`src/rtl/mem_port_arbiter_pkg.sv`:
```
// Shared core types: data width, RAM write width and the read-owner tag used
// by the memory port arbiter.
package mem_port_arbiter_pkg;

  localparam int XLEN = 32;

  typedef enum logic [1:0] {
    write_byte = 2'd0,
    write_half = 2'd1,
    write_word = 2'd2
  } write_width_t;

  typedef enum logic [1:0] {
    OWN_NONE = 2'd0,
    OWN_IF   = 2'd1,
    OWN_D    = 2'd2
  } mem_owner_t;

endpackage

```
`src/rtl/mem_port_arbiter.sv`:
```
// Single-port data RAM arbiter between fetch (read-only) and memory stage.
// Optional fetch anti-starvation counter is compiled in with MEM_ARB_FAIR_EN.
module mem_port_arbiter
  import mem_port_arbiter_pkg::*;
#(
  parameter int MAX_STALL = 4
) (
  input  logic              clock,
  input  logic              reset,
  input  logic              if_req,
  input  logic [XLEN-1:0]   if_addr,
  output logic              if_gnt,
  output logic              if_rvalid,
  output logic [XLEN-1:0]   if_rdata,
  input  logic              d_req,
  input  logic              d_we,
  input  logic [XLEN-1:0]   d_addr,
  input  logic [XLEN-1:0]   d_wdata,
  input  write_width_t      d_wwidth,
  output logic              d_gnt,
  output logic              d_rvalid,
  output logic [XLEN-1:0]   d_rdata,
  output logic [XLEN-1:0]   ram_addr,
  output logic [XLEN-1:0]   ram_w_data,
  output write_width_t      ram_w_width,
  output logic              ram_w_enable,
  input  logic [XLEN-1:0]   ram_r_data
);

  if (MAX_STALL < 1) begin : g_bad_param
    $error("MAX_STALL must be at least 1");
  end

  mem_owner_t owner_q, owner_d;
  logic       fair_force;

`ifdef MEM_ARB_FAIR_EN
  localparam int SW = $clog2(MAX_STALL + 1);
  localparam logic [SW-1:0] STALL_MAX = SW'(MAX_STALL);

  logic [SW-1:0] stall_cnt_q, stall_cnt_d;

  assign fair_force = (stall_cnt_q == STALL_MAX);

  // Counts consecutive cycles fetch waited; any idle or granted cycle restarts it.
  always_comb begin
    stall_cnt_d = stall_cnt_q;
    if (!if_req || if_gnt) stall_cnt_d = '0;
    else if (stall_cnt_q != STALL_MAX) stall_cnt_d = stall_cnt_q + 1'b1;
  end

  always_ff @(posedge clock) begin
    if (reset) stall_cnt_q <= '0;
    else       stall_cnt_q <= stall_cnt_d;
  end
`else
  assign fair_force = 1'b0;
`endif

  always_comb begin
    if_gnt = 1'b0;
    d_gnt  = 1'b0;
    if (!reset) begin
      if (if_req && (!d_req || fair_force)) if_gnt = 1'b1;
      else if (d_req)                       d_gnt  = 1'b1;
    end
  end

  assign ram_addr     = d_gnt ? d_addr : if_addr;
  assign ram_w_data   = d_wdata;
  assign ram_w_width  = d_wwidth;
  assign ram_w_enable = d_gnt & d_we;

  // Writes return nothing, so they leave no owner behind.
  always_comb begin
    owner_d = OWN_NONE;
    if (if_gnt)              owner_d = OWN_IF;
    else if (d_gnt && !d_we) owner_d = OWN_D;
  end

  always_ff @(posedge clock) begin
    if (reset) owner_q <= OWN_NONE;
    else       owner_q <= owner_d;
  end

  // Gated by reset so a read granted just before reset never reports data.
  assign if_rvalid = (owner_q == OWN_IF) & ~reset;
  assign d_rvalid  = (owner_q == OWN_D)  & ~reset;
  assign if_rdata  = ram_r_data;
  assign d_rdata   = ram_r_data;

endmodule

```
`config.mk`:
```
export PLATFORM = sky130hd
export DESIGN_NAME = mem_port_arbiter
export DESIGN_NICKNAME = d
export VERILOG_FILES = /design/src/rtl/mem_port_arbiter_pkg.sv /design/src/rtl/mem_port_arbiter.sv
export SDC_FILE = /design/constraint.sdc
export NUM_CORES = 1
export LEC_CHECK = 0
export CORE_AREA = 2 2 106 108
export DETAILED_ROUTE_END_ITERATION = 10
export DIE_AREA = 0 0 108 110
export PLACE_DENSITY_LB_ADDON = 0.08
export SYNTH_ARGS = -nofsm -noshare
export SYNTH_HDL_FRONTEND = slang
export SYNTH_SLANG_ARGS = --single-unit
export TNS_END_PERCENT = 1
```
`constraint.sdc`:
```
create_clock -name clock -period 2.2 [get_ports clock]
set_input_delay 0.33 -clock clock [delete_from_list [all_inputs] [get_ports clock]]
set_output_delay 0.33 -clock clock [all_outputs]
set_load 0.005 [all_outputs]
```
# Word level (Yosys, flattened, before mapping)
# Index checks and enable logic that the tools add are counted.
dict set report totals {
  reg_bits 2
  input_bits 135
  output_inout_bits 135
}
dict set report classes {
  n_eq_ne 2
  mux 8
  bitwise_logic 4
  n_reduce_logical 5
}
# op n
set ops {}
lappend ops {{32-bit 2-to-1 mux} 1}
lappend ops {{1-bit 2-to-1 mux} 6}
lappend ops {{1-bit AND} 3}
lappend ops {{2-bit by 1-bit == test with 1-bit output (second input constant)} 1}
lappend ops {{2-bit == test (second input constant)} 1}
lappend ops {{1-bit logical AND} 2}
lappend ops {{1-bit logical NOT} 2}
lappend ops {{2-bit 2-to-1 mux} 1}
lappend ops {{2-bit OR reduction} 1}
lappend ops {{1-bit NOT} 1}

# Depth between registers and ports, before layout
dict set report depth {
  ltp_word 7
  ltp_mapped 5
  mapped_depth_nobuf 3
}

# Least setup slack after synthesis
# No wires, ideal clock.
dict set report synth_path {
  kind {input -> output}
  from {input reset}
  to {output ram_addr[10]}
  arrival_ns 1.020
  required_time_ns 1.870
  path_slack_ns 0.850
  path_stages 4
  n_path_buf 2
  cell_sequence {nand2b_4 -> buf_6 -> buf_12 -> mux2_4}
}
dict set report synth_between {
  elab_chain_len 2
}
# item line
set synth_rtl {}
lappend synth_rtl {{start, declared} mem_port_arbiter.sv:9} ;# input logic reset,
lappend synth_rtl {{1-bit 2-to-1 mux} mem_port_arbiter.sv:63} ;# if (!reset) begin
lappend synth_rtl {{32-bit 2-to-1 mux} mem_port_arbiter.sv:69} ;# assign ram_addr = d_gnt ? d_addr : if_addr;
lappend synth_rtl {{end, declared} mem_port_arbiter.sv:23} ;# output logic [XLEN-1:0] ram_addr,
# Every way passes these cells.

# Worst setup path in the final report
dict set report layout_path {
  from {input reset}
  to {output ram_w_enable}
}
dict set report layout_between {
  elab_chain_len 2
}
# item line
set layout_rtl {}
lappend layout_rtl {{1-bit 2-to-1 mux} mem_port_arbiter.sv:63}
lappend layout_rtl {{1-bit AND} mem_port_arbiter.sv:72} ;# assign ram_w_enable = d_gnt & d_we;
lappend layout_rtl {{end, declared} mem_port_arbiter.sv:26} ;# output logic ram_w_enable,
# Every way passes these cells.

==> results.yml <==
timing:
  fmax_mhz: 475.7
  worst_pin_slew_ps: 180.6
  hold_ws_ps: 544.4
  min_period_ps: 2102
  setup_violations: 0
  fin_crit_sh_pct: 95.56
  slew_violations: 0
  relSlewSlack_pct: 87.94
  finalHoldViolations: 0
  setup_tns_ps: 0
  rsz0062_at_grt: "false"
critical_path:
  cp-end-kind: "primary output"
  cp_max_fo: 4
  arrival_ps: 1770
  cp_data_required_time_ps: 1870
  path_class: "in2out"
  start_kind: "primary input"
grt:
  globalRoute.totalOverflow: 0
  antenna_found_initial: 0
  grt_use_total_pct: 6.904
  grt_max_degree: 14
  grt_pass1_vias: 1078
  grt_pass1_wl_mm: 6.203
routing:
  wl_mm: 4.326
  vias: 922
  dr.pass1.iters: 2
  drc: 0
  drt_iter0_drc: 5
  viasPerCell: 3.125
  ant_nets: 0
  wl_per_cell_um: 14.66
logic_synthesis:
  netlist_area_um2: 1371
  yosysTopAreaCell: "buf_4"
  synthCells: 144
  synth.top_cells.by_area: "buf_4, mux2_4, buf_12, mux2_2, dfxtp_1"
  seq_area_frac_synth_pct: 2.920
  ys_types: 11
  synth_nets: 279
  synth_seq_cells: 2
  yosys_warnings: 0
  avgSynthCellArea_um2: 9.523
  yosysTopAreaCellShare_pct: 53.65
power:
  fin_total_pwr_mw: 0.4944
  powerDensity_nw_per_um2: 265.7
  p_leak_nw: 0.8220
  ir_worst_vdd_v: 0.0001499
floorplanning:
  coreArea_um2: 10700
  die-area_um2: 11880
  rows: 38
  die_w_um: 108
  ios: 270
  die_y_um: 110
  start_util_pct: 12.82
placement:
  io_buffers: 105
  hpwl_mm: 3.970
  gp_congestion: 0.7057
  dp_cells: 291
finish:
  antennaDiodeCount: 0
  reg_top3: "owner_q x2"
  nNetsFinal: 292
  fillCellCount: 1215
  drive_above_1_share_pct: 27.10
  largest_register_ffs: 2
  regArea_um2: 40.04
  instances_no_fill: 295
  top_register: "owner_q"
  area_growth_pct: 35.67
  multiInputGateArea_um2: 520.5
run:
  maxCapViolCount: 0
clock_network:
  cts_max_level: 1
  cts.sinks: 2
  hold_buffers: 0
  cts_root_buf: "clkbuf_8"
  clockBufferDepth: 2
  cts_tree: "done"
  numCtsBuffers: 3
  path_clk_slew_ps: 30
hold_path:
  hold_end: "owner_q[0]$_SDFF_PP0_"
  hp-class: "in2reg"
  min_from: "d_req"
  whs_path_depth: 2
outcome:
  status: "completed"
==> metrics by stage <==
stage	util, %	area, um2	worst slack, ps
after floorplan	-	1371	850.0
after global placement	17.25	1846	-103.9
after detailed placement	17.25	1846	-103.2
after CTS	17.39	1861	80.50
after global routing	17.39	1861	50.12
final	17.39	1861	97.74
==> layout by cell type, fill, tap and decap left out <==
master / synthesis / final
nor2_1: 1 / 1
nor3b_1: 4 / 4
inv_1: 1 / 1
buf_8: 0 / 1
nand2b_4: 1 / 1
clkbuf_8: 0 / 3
dfxtp_1: 2 / 2
mux2_2: 4 / 4
buf_4: 98 / 2
buf_12: 3 / 2
dlygate4sd2_1: 0 / 33
mux2_4: 28 / 28
and2_2: 1 / 1
clkdlybuf4s50_1: 0 / 72
==> worst max-delay path by stage <==
stage,end,slack (ps),startpoint
after global placement,ram_addr[5],-100,reset
after floorplan,ram_addr[10],850,reset
after detailed placement,ram_addr[29],-100,reset
after CTS,ram_addr[1],80,reset
after global routing,ram_addr[1],50,reset
final,ram_w_enable,100,reset
==> cells in the mapped netlist <==
| master | n |
|---|---|
| buf_6 | 1 |
| nor3b_1 | 4 |
| buf_12 | 3 |
| and2_2 | 1 |
| buf_4 | 98 |
| dfxtp_1 | 2 |
| mux2_2 | 4 |
| nor2_1 | 1 |
| inv_1 | 1 |
| mux2_4 | 28 |
| nand2b_4 | 1 |
==> power by group <==
part	leakage (nW)	internal (mW)	switching (mW)	total, mW
sequential	0.0164	0.0381	0.000538	0.0386
clock	0.0216	0.116	0.0271	0.143
combinational	0.784	0.232	0.0814	0.313
total	0.822	0.385	0.109	0.494
==> area by class of cell <==
cell class	count	area share (%)
Timing Repair Buffer	110	58.04
Sequential cell	2	2.152
Tap cell	140	9.415
Multi-Input combinational cell	39	27.98
Clock buffer	3	2.219
Inverter	1	0.2017
==> kinds of logic (layout without fill, tap and decap cells) <==
| group | Yosys count | count (layout) | share of synthesized area [%] |
|---|---|---|---|
| buffers and inverters | 103 | 114 | 59.12 |
| and+or+nand+nor | 7 | 7 | 4.014 |
| muxes | 32 | 32 | 33.94 |
| DFF | 2 | 2 | 2.920 |
==> routing by layer <==
layer | track usage, % | up-vias | share of wire [%]
li1 | - | 387 | -
met1 | 5.882 | 391 | 29
met2 | 12.85 | 109 | 51
met3 | 3.469 | 35 | 14
met4 | 4.212 | 0 | 5.7
met5 | 0 | - | 0
==> worst max-delay path, stage by stage <==
cell	delay, ps
clkdlybuf4s50_1	480
nand2b_4	180
buf_4	130
inv_1	40
and2_2	170
clkdlybuf4s50_1	440
==> what timing repair did <==
item	4_1_cts	5_1_grt
setup endpoints to repair	32	0
resized for setup	35	0
buffers inserted	1	0
(Power assumes the default switching activity.)
